`src/rtl/cfg_discovery_pkg.sv`:
```
// Shared types and decode helpers for the configuration discovery responder.
// The build-time macro CFG_DISCOVERY_PARITY_EN adds a per-response parity bit
// in the top and FIFO; nothing in this package depends on it.
package cfg_discovery_pkg;

   localparam int unsigned CFG_IDX_MAGIC  = 0;
   localparam int unsigned CFG_IDX_LEN    = 1;
   localparam int unsigned CFG_IDX_ISA    = 2;
   localparam int unsigned CFG_IDX_ICACHE = 3;
   localparam int unsigned CFG_IDX_DCACHE = 4;
   localparam int unsigned CFG_IDX_CORE   = 5;
   localparam int unsigned CFG_IDX_BP     = 6;
   localparam int unsigned CFG_IDX_TLB    = 7;
   localparam int unsigned CFG_IDX_CNT    = 8;

   localparam logic [63:0] CFG_MAGIC = 64'hC0F1_6000_0000_0001;

   // Widest transaction id the response storage can carry.
   localparam int unsigned CFG_ID_W = 16;

   // Subset of the core configuration that software can discover.
   typedef struct packed {
      int unsigned xlen;
      int unsigned vlen;
      logic        rvf;
      logic        rvd;
      logic        rva;
      logic        rvb;
      logic        rvv;
      logic        rvc;
      logic        rvh;
      logic        rvzcb;
      logic        rvzcmp;
      logic        rvzicond;
      logic        rvs;
      logic        rvu;
      logic        mmu_present;
      logic        debug_en;
      int unsigned icache_byte_size;
      int unsigned icache_set_assoc;
      int unsigned icache_line_width;
      int unsigned dcache_byte_size;
      int unsigned dcache_set_assoc;
      int unsigned dcache_line_width;
      int unsigned nr_pmp_entries;
      int unsigned nr_sb_entries;
      int unsigned nr_commit_ports;
      int unsigned nr_load_buf_entries;
      int unsigned ras_depth;
      int unsigned btb_entries;
      int unsigned bht_entries;
      int unsigned itlb_entries;
      int unsigned dtlb_entries;
      int unsigned shared_tlb_depth;
   } cva6_cfg_t;

   localparam cva6_cfg_t CVA6_CFG_DEFAULT = '{
      xlen: 64, vlen: 64,
      rvf: 1'b1, rvd: 1'b1, rva: 1'b1, rvb: 1'b1, rvv: 1'b0, rvc: 1'b1,
      rvh: 1'b0, rvzcb: 1'b1, rvzcmp: 1'b0, rvzicond: 1'b1, rvs: 1'b1,
      rvu: 1'b1, mmu_present: 1'b1, debug_en: 1'b1,
      icache_byte_size: 16384, icache_set_assoc: 4, icache_line_width: 128,
      dcache_byte_size: 32768, dcache_set_assoc: 8, dcache_line_width: 128,
      nr_pmp_entries: 8, nr_sb_entries: 8, nr_commit_ports: 2,
      nr_load_buf_entries: 2,
      ras_depth: 2, btb_entries: 32, bht_entries: 128,
      itlb_entries: 16, dtlb_entries: 16, shared_tlb_depth: 64
   };

   typedef struct packed {
      logic [63:0]         data;
      logic                err;
      logic [CFG_ID_W-1:0] id;
   } cfg_rsp_t;

   // Returns {data, err} for a static index. The counter slot reads 0 here;
   // the top substitutes the live counter value.
   function automatic logic [64:0] pack_cfg_word(input cva6_cfg_t cfg,
                                                 input int unsigned idx);
      logic [63:0] data;
      logic        err;
      data = '0;
      err  = 1'b0;
      case (idx)
         CFG_IDX_MAGIC:  data = CFG_MAGIC;
         CFG_IDX_LEN:    data = {cfg.vlen, cfg.xlen};
         CFG_IDX_ISA:    data = 64'({cfg.debug_en, cfg.mmu_present, cfg.rvu,
                                     cfg.rvs, cfg.rvzicond, cfg.rvzcmp,
                                     cfg.rvzcb, cfg.rvh, cfg.rvc, cfg.rvv,
                                     cfg.rvb, cfg.rva, cfg.rvd, cfg.rvf});
         CFG_IDX_ICACHE: data = {16'h0, 16'(cfg.icache_byte_size),
                                 16'(cfg.icache_set_assoc),
                                 16'(cfg.icache_line_width)};
         CFG_IDX_DCACHE: data = {16'h0, 16'(cfg.dcache_byte_size),
                                 16'(cfg.dcache_set_assoc),
                                 16'(cfg.dcache_line_width)};
         CFG_IDX_CORE:   data = {16'(cfg.nr_pmp_entries),
                                 16'(cfg.nr_sb_entries),
                                 16'(cfg.nr_commit_ports),
                                 16'(cfg.nr_load_buf_entries)};
         CFG_IDX_BP:     data = {16'h0, 16'(cfg.ras_depth),
                                 16'(cfg.btb_entries),
                                 16'(cfg.bht_entries)};
         CFG_IDX_TLB:    data = {16'h0, 16'(cfg.itlb_entries),
                                 16'(cfg.dtlb_entries),
                                 16'(cfg.shared_tlb_depth)};
         CFG_IDX_CNT:    data = '0;
         default:        err  = 1'b1;
      endcase
      return {data, err};
   endfunction

endpackage

```
`src/rtl/cfg_rsp_fifo.sv`:
```
// Response FIFO: Depth entries of cfg_rsp_t, head read straight from storage,
// push and pop allowed in the same cycle even when full.
// CFG_DISCOVERY_PARITY_EN adds a parity bit stored alongside each entry.
module cfg_rsp_fifo
   import cfg_discovery_pkg::*;
#(
   parameter int unsigned Depth = 2
) (
   input  logic     clk_i,
   input  logic     rst_i,
   input  logic     push_i,
   input  cfg_rsp_t push_data_i,
`ifdef CFG_DISCOVERY_PARITY_EN
   input  logic     push_par_i,
   output logic     head_par_o,
`endif
   input  logic     pop_i,
   output logic     full_o,
   output logic     empty_o,
   output cfg_rsp_t head_o
);

   localparam int unsigned PtrW = (Depth > 1) ? $clog2(Depth) : 1;
   localparam int unsigned CntW = $clog2(Depth + 1);

   cfg_rsp_t        mem [Depth];
   logic [PtrW-1:0] rd_ptr;
   logic [PtrW-1:0] wr_ptr;
   logic [CntW-1:0] count;
   logic            push_ok;
   logic            pop_ok;

   function automatic logic [PtrW-1:0] ptr_inc(input logic [PtrW-1:0] p);
      return (p == PtrW'(Depth - 1)) ? '0 : p + PtrW'(1);
   endfunction

   assign full_o  = (count == CntW'(Depth));
   assign empty_o = (count == '0);
   assign pop_ok  = pop_i & ~empty_o;
   assign push_ok = push_i & (~full_o | pop_ok);
   assign head_o  = mem[rd_ptr];

   // Storage, pointers and occupancy; storage is cleared so the head reads 0 out of reset.
   always_ff @(posedge clk_i) begin
      if (rst_i) begin
         rd_ptr <= '0;
         wr_ptr <= '0;
         count  <= '0;
         for (int i = 0; i < Depth; i++) mem[i] <= '0;
      end else begin
         if (push_ok) begin
            mem[wr_ptr] <= push_data_i;
            wr_ptr      <= ptr_inc(wr_ptr);
         end
         if (pop_ok) rd_ptr <= ptr_inc(rd_ptr);
         case ({push_ok, pop_ok})
            2'b10:   count <= count + CntW'(1);
            2'b01:   count <= count - CntW'(1);
            default: count <= count;
         endcase
      end
   end

`ifdef CFG_DISCOVERY_PARITY_EN
   logic par_mem [Depth];

   assign head_par_o = par_mem[rd_ptr];

   // Parity travels with its entry through the same slot.
   always_ff @(posedge clk_i) begin
      if (rst_i) begin
         for (int i = 0; i < Depth; i++) par_mem[i] <= 1'b0;
      end else if (push_ok) begin
         par_mem[wr_ptr] <= push_par_i;
      end
   end
`endif

endmodule

```
`src/rtl/cfg_discovery_responder.sv`:
```
// Read-only responder serving the compiled core configuration over a
// valid/ready request/response port. Responses are queued in cfg_rsp_fifo.
// Optional macro CFG_DISCOVERY_PARITY_EN adds rsp_par_o (even parity over
// {rsp_err_o, rsp_id_o, rsp_data_o}).
module cfg_discovery_responder
   import cfg_discovery_pkg::*;
#(
   parameter cva6_cfg_t   CVA6Cfg   = CVA6_CFG_DEFAULT,
   parameter int unsigned AddrWidth = 4,
   parameter int unsigned IdWidth   = 4,
   parameter int unsigned RspDepth  = 2
) (
   input  logic                 clk_i,
   input  logic                 rst_i,
   input  logic                 req_valid_i,
   output logic                 req_ready_o,
   input  logic                 req_we_i,
   input  logic [AddrWidth-1:0] req_addr_i,
   input  logic [IdWidth-1:0]   req_id_i,
   output logic                 rsp_valid_o,
   input  logic                 rsp_ready_i,
   output logic [63:0]          rsp_data_o,
   output logic                 rsp_err_o,
   output logic [IdWidth-1:0]   rsp_id_o
`ifdef CFG_DISCOVERY_PARITY_EN
   ,
   output logic                 rsp_par_o
`endif
);

   logic        fifo_full;
   logic        fifo_empty;
   logic        push;
   logic        pop;
   logic        cnt_inc;
   logic [31:0] req_idx;
   logic [31:0] access_cnt;
   logic [64:0] cfg_word;
   logic        unused_id_bits;
   cfg_rsp_t    push_rsp;
   cfg_rsp_t    head_rsp;

   assign req_idx  = 32'(req_addr_i);
   assign cfg_word = pack_cfg_word(CVA6Cfg, req_idx);

   assign rsp_valid_o = ~fifo_empty;
   assign pop         = rsp_valid_o & rsp_ready_i;
   assign req_ready_o = ~fifo_full | pop;
   assign push        = req_valid_i & req_ready_o;

   // Only successful reads of static words count; counter reads and errors do not.
   assign cnt_inc = push & ~req_we_i & ~cfg_word[0] & (req_idx != CFG_IDX_CNT);

   // Build the response for the request currently on the port.
   always_comb begin
      push_rsp    = '0;
      push_rsp.id = CFG_ID_W'(req_id_i);
      if (req_we_i) begin
         push_rsp.err = 1'b1;
      end else if (req_idx == CFG_IDX_CNT) begin
         push_rsp.data = {32'h0, access_cnt};
      end else begin
         {push_rsp.data, push_rsp.err} = cfg_word;
      end
   end

   // Saturating access counter; a counter read sees the pre-increment value.
   always_ff @(posedge clk_i) begin
      if (rst_i) begin
         access_cnt <= '0;
      end else if (cnt_inc && (access_cnt != 32'hFFFF_FFFF)) begin
         access_cnt <= access_cnt + 32'd1;
      end
   end

   cfg_rsp_fifo #(
      .Depth (RspDepth)
   ) u_rsp_fifo (
      .clk_i       (clk_i),
      .rst_i       (rst_i),
      .push_i      (push),
      .push_data_i (push_rsp),
`ifdef CFG_DISCOVERY_PARITY_EN
      .push_par_i  (^{push_rsp.err, req_id_i, push_rsp.data}),
      .head_par_o  (rsp_par_o),
`endif
      .pop_i       (pop),
      .full_o      (fifo_full),
      .empty_o     (fifo_empty),
      .head_o      (head_rsp)
   );

   assign rsp_data_o = head_rsp.data;
   assign rsp_err_o  = head_rsp.err;
   assign rsp_id_o   = head_rsp.id[IdWidth-1:0];

   // Id bits above IdWidth are always written as zero.
   assign unused_id_bits = ^(head_rsp.id >> IdWidth);

endmodule

```
`config.mk`:
```
export PLATFORM = sky130hd
export DESIGN_NAME = cfg_discovery_responder
export DESIGN_NICKNAME = d
export VERILOG_FILES = /design/src/rtl/cfg_discovery_pkg.sv /design/src/rtl/cfg_rsp_fifo.sv /design/src/rtl/cfg_discovery_responder.sv
export SDC_FILE = /design/constraint.sdc
export NUM_CORES = 1
export LEC_CHECK = 0
export CELL_PAD_IN_SITES_DETAIL_PLACEMENT = 1
export CELL_PAD_IN_SITES_GLOBAL_PLACEMENT = 1
export CORE_MARGIN = 5
export CORE_UTILIZATION = 39
export CTS_CLUSTER_DIAMETER = 200
export CTS_CLUSTER_SIZE = 24
export DETAILED_ROUTE_END_ITERATION = 8
export GPL_TIMING_DRIVEN = 0
export HOLD_SLACK_MARGIN = 0.15
export PLACE_DENSITY_LB_ADDON = 0.1
export SLEW_MARGIN = 10
export SYNTH_ARGS = -nofsm -noshare
export SYNTH_HDL_FRONTEND = slang
export SYNTH_SLANG_ARGS = --single-unit
```
`constraint.sdc`:
```
create_clock -name clk_i -period 3.8 [get_ports clk_i]
set_input_delay 1.14 -clock clk_i [delete_from_list [all_inputs] [get_ports clk_i]]
set_output_delay 1.14 -clock clk_i [all_outputs]
set_load 0.01 [all_outputs]
```
; ---- After elaboration in Yosys (flattened, before gate mapping)
; Memory sizes are Yosys's and may differ from the RTL's. A register that Yosys moved wholly into a read port is not among the register bits.
; Index checks and enable logic that the tools add are counted.
[totals]
out_inout_bits = 71
mem_bits_rw = 138
input_bits = 13
memories = 1
ff_bits = 36
[op_classes]
n_reduce_logical = 6
eq_ne = 13
n_bitwise = 12
addsub = 5
n_mux = 19
[mem_list]
columns = memory, depth, word_bits, rd, rd_clocked_by_memory_dff, wr, line_no
row1 = u_rsp_fifo.mem, 2, 69, 1, 1, 2, cfg_rsp_fifo.sv:26  ; cfg_rsp_t mem [Depth];
[ops]
columns = cell, count
row1 = one-hot mux 64 bit (8 select lines), 1
row2 = 2-to-1 mux 64 bit, 2
row3 = 2-to-1 mux 69 bit, 1
row4 = OR reduction 69 bit, 1
row5 = adder 32 x 1 -> 32 bit (second input constant), 1
row6 = logical NOT 32 bit, 1
row7 = != test 32 bit (second input constant), 1
row8 = == test 4 x 3 -> 1 bit (second input constant), 4
row9 = 2-to-1 mux 1 bit, 14
row10 = OR reduction 9 bit, 1
row11 = == test 4 x 2 -> 1 bit (second input constant), 2
row12 = bitwise AND 1 bit, 7
row13 = == test 2 bit (second input constant), 2
row14 = == test 4 x 1 -> 1 bit (second input constant), 1
row15 = == test 4 bit (second input constant), 1
row16 = != test 4 bit (second input constant), 1
row17 = one-hot mux 2 bit (2 select lines), 1
row18 = inverter 1 bit, 3
row19 = adder 1 bit (second input constant), 2
row20 = adder 2 x 1 -> 2 bit (second input constant), 1
row21 = == test 2 x 1 -> 1 bit (second input constant), 1
row22 = logical NOT 2 bit, 1
row23 = OR 1 bit, 2
row24 = nonzero test 2 bit, 1
row25 = 2 further kinds, 2

; ---- Longest topological paths before layout
[logic_depth]
word_depth = 11
mapped_depth = 8
mapped_depth_nobuf = 7

; ---- Modules after synthesis
; From an unflattened synthesis, not the netlist that was laid out.
[unflattened]
cells_unflattened = 740
area_unflattened_um2 = 9426.5
[by_module_without_submodules]
columns = module, cells_each, instances, area_per_inst_um2
row1 = cfg_rsp_fifo, 463, 1, 7309.5
row2 = cfg_discovery_responder, 277, 1, 2117.0

; ---- Worst setup path before layout
; Ideal clock, no wire load.
[synth_path]
kind = input to register
startpoint = input port rsp_ready_i
endpoint = memory u_rsp_fifo.mem[0][0] (netlist name), enable pin
path_buffers = 0
t_arrival_ps = 3583
path_slack_ps = -238
path_stages = 4
path_cell_list = nor3b_2 inv_1 nand2_1 o21bai_1
[synth_lines]
columns = element, line_no
row1 = from (decl), cfg_discovery_responder.sv:21  ; input logic rsp_ready_i,
row2 = to (decl), cfg_rsp_fifo.sv:26

; ---- Worst setup path in the final report
[layout_path]
startpoint = input port rsp_ready_i
endpoint = output port req_ready_o
[layout_via]
elab_chain_len = 2
[layout_lines]
columns = element, line_no
row1 = bitwise AND 1 bit, cfg_discovery_responder.sv:47  ; assign pop = rsp_valid_o & rsp_ready_i;
row2 = OR 1 bit, cfg_discovery_responder.sv:48  ; assign req_ready_o = ~fifo_full | pop;
row3 = to (decl), cfg_discovery_responder.sv:16  ; output logic req_ready_o,
; Every way passes these cells.

==> results.ini <==
[synthesis]
ys_ff_latch=125
synthAdderAreaFrac_pct=0.407
syn_area_um2=6150
syn_inst=553
synth_top_family_by_area=simple AND/OR/NAND/NOR gates
yosys.area_share.simple_pct=21.8
synth_ff_type=edfxtp_1
ys.warnings.count=0
synth_edf_count=88
ys_types=57
synth_compound_area_share_pct=6.56
synth_xor_area_share_pct=1.85
ys_seq_area_share_pct=55.0
async_flop_share_pct=0
synth.avg_cell_area_um2=11.1
synthMuxAreaShare_pct=8.96

[critical_path]
rr_worst_depth=8
cp_slowest_cell=clkdlybuf4s50_1
path_max_fanout=3
crit_start=rsp_ready_i
startpoint_type=primary input
cp_slowest_stage_delay_ns=0.51
end_kind=primary output
required_ns=2.66
cp_common_cell=clkdlybuf4s50_1
setup.worst_path.class=primary input to primary output
cp_cell_sequence=clkdlybuf4s50_1 > nor3b_4 > inv_1 > clkdlybuf4s50_1
rr_startpoint=u_rsp_fifo.count[0]$_SDFFE_PP0P_
critPathArrivalTime_ns=2.52

[sta]
holdWs_ns=0.521
min_period_ns=3.66
rsz0062_at_grt=false
period_share_pct=96.4
max_freq_mhz=273
setup_viol=0
worstMarginPinSlew_ns=0.835
fin_setup_tns_ns=0
skew_ns=0.00507
final-hold-violation-count=0
relSlewSlack_pct=44.2
slew_violations=0

[die]
initial_core_util_pct=40.1
die_h_um=136
die-area_um2=18400
io_pins=84
fp-row-count=45
dieWidth_um=136
core_um2=15300

[cts]
clock_latency_ns=0.42
htree_levels=4
tritoncts=done
cts-buffers-inserted=17
holdBufCountCts=0
path_clk_slew_ns=0.05
clock_path_buffers=2
root_buffer=clkbuf_16
cts_sinks=125

[min_path]
min-delay-path-class=flop to flop
whs_path_depth=2
min_from=u_rsp_fifo.rd_ptr$_SDFFE_PP0P_

[routing]
wl_met3_um=729
drtPass1Iterations=4
met1_length_um=6680
drtIter0Drc=247
wl_met2_um=8450
wl_um=16200
post_drt_via_cell_ratio=5.23
drc_errors=0
maxUsedRoutingLayer=met4
via_count=4591
ant_nets=0
wire_per_inst_um=18.5

[pwr]
p_leak_nw=2.85
vdd_ir_drop_max_uv=285
power.density_nw_per_um2=537

[finish]
syn2layout_area_growth_pct=26.5
antenna_cells=0
mostFrequentLayoutCell=edfxtp_1
fillers=1687
final_cell_mix=88 x edfxtp_1, 76 x nor2_1, 64 x clkdlybuf4s50_1, 48 x mux2_2, 41 x and2_1
multi_input_area_um2=2520
seq_area_um2=3380
design_area_um2=7770
layout-drive-gt1-share_pct=19.6
fin_util_pct=50.8
nNetsFinal=669

[placed_design]
dp.final_hpwl_um=11300
gp_congestion=0.803
portBuffers=64
dpl_cell_area_um2=7160

[global_route]
grt_pass1_vias=4885
track_usage_pct=18.6
grt_pass1_wl_um=26000
grt_remaining_overflow=0
antenna_found_initial=0
grt_max_degree=30

[outcome]
status=finished clean

[flow_run]
maxCapViolCount=0

## cells in the mapped netlist (3+ instances only)
cell type  instances  area [µm²]
nor4_1            11        68.8
a21oi_1           22         110
nor2b_1            9        56.3
nand2b_1           7        43.8
nand3_1            5        25.0
o31ai_1            4        30.0
xnor2_1            5        43.8
mux2_2            48         541
o21ai_0           15        75.1
nand4_1           12        75.1
nor2_1            76         285
or3_1             16         100
and3_1             6        37.5
buf_2              3        15.0
buf_4             25         188
nand2_1           25        93.8
o2111ai_1          4        35.0
edfxtp_1          88        2640
dfxtp_1           37         741
and2_1            41         257
clkbuf_1          20        75.1
or4_1              6        45.0
nor3_1             8        40.0
xor2_1             8        70.1
inv_1              5        18.8
or2_2              4        25.0
## final timing paths
| path | end | slack (ns) |
|---|---|---|
| worst max-delay path | req_ready_o | 0.14 |
| worst min-delay path | flop | 0.52 |
| worst max register to register | u_rsp_fifo.mem[0][21]$_SDFFCE_PN0P_ | 1.08 |
| worst min register to register | flop | 0.52 |
## power breakdown
| part | internal [mW] | switching, mW | total (mW) |
|---|---|---|---|
| sequential | 1.57 | 0.0536 | 1.62 |
| clock | 1.02 | 0.590 | 1.61 |
| combinational | 0.519 | 0.424 | 0.943 |
## area by class of cell
type                       instances  share of cell area [%]
timing repair buffer              67                    8.85
tap                              211                    3.40
sequential                       125                    43.5
inverter                           5                   0.241
clock inverter                    13                    1.92
buffer                            51                    4.09
multi-input combinational        387                    32.4
clock buffer                      19                    5.57
## worst max-delay path, delay by kind of cell
kind | cells | cell delay (ns)
buffers and inverters | 3 | 1.11
AND/OR/NAND/NOR | 1 | 0.27
## state kept, by name, indices dropped and copies added, names as in the netlist, named ones only
| signal | count |
|---|---|
| u_rsp_fifo.mem | 88 |
| access_cnt | 32 |
| u_rsp_fifo.count | 2 |
| u_rsp_fifo.rd_ptr | 1 |
| u_rsp_fifo.wr_ptr | 1 |
## stage by stage
stage	total power, mW	worst slack [ns]	std cells
4_1_cts	4.23	0.0115	879
3_3_place_gp	2.56	-1.17	844
2_1_floorplan	2.13	0.449	569
5_1_grt	4.35	0.0598	878
6_report	4.17	0.137	878
3_5_place_dp	2.60	-0.432	846
## layer usage
metal	up-vias	track usage, %
li1	2170	-
met1	2288	21.1
met2	108	33.4
met3	25	5.13
met4	0	6.55
met5	-	0
## cells by family after synthesis
kind of cell,after synthesis
AND/OR/NAND/NOR,244
flip-flops,125
AO/OA/AOI/OAI,62
buffers and inverters,57
multiplexers,49
XOR/XNOR,13
adder cells (fa/ha/maj),2
other,1
## timing repair
item                       CTS  global route
buffers inserted             1             0
pin swaps                    1             0
resized for setup            6             2
setup endpoints to repair   39            30
Note: power is estimated with default switching activity, not from simulation.
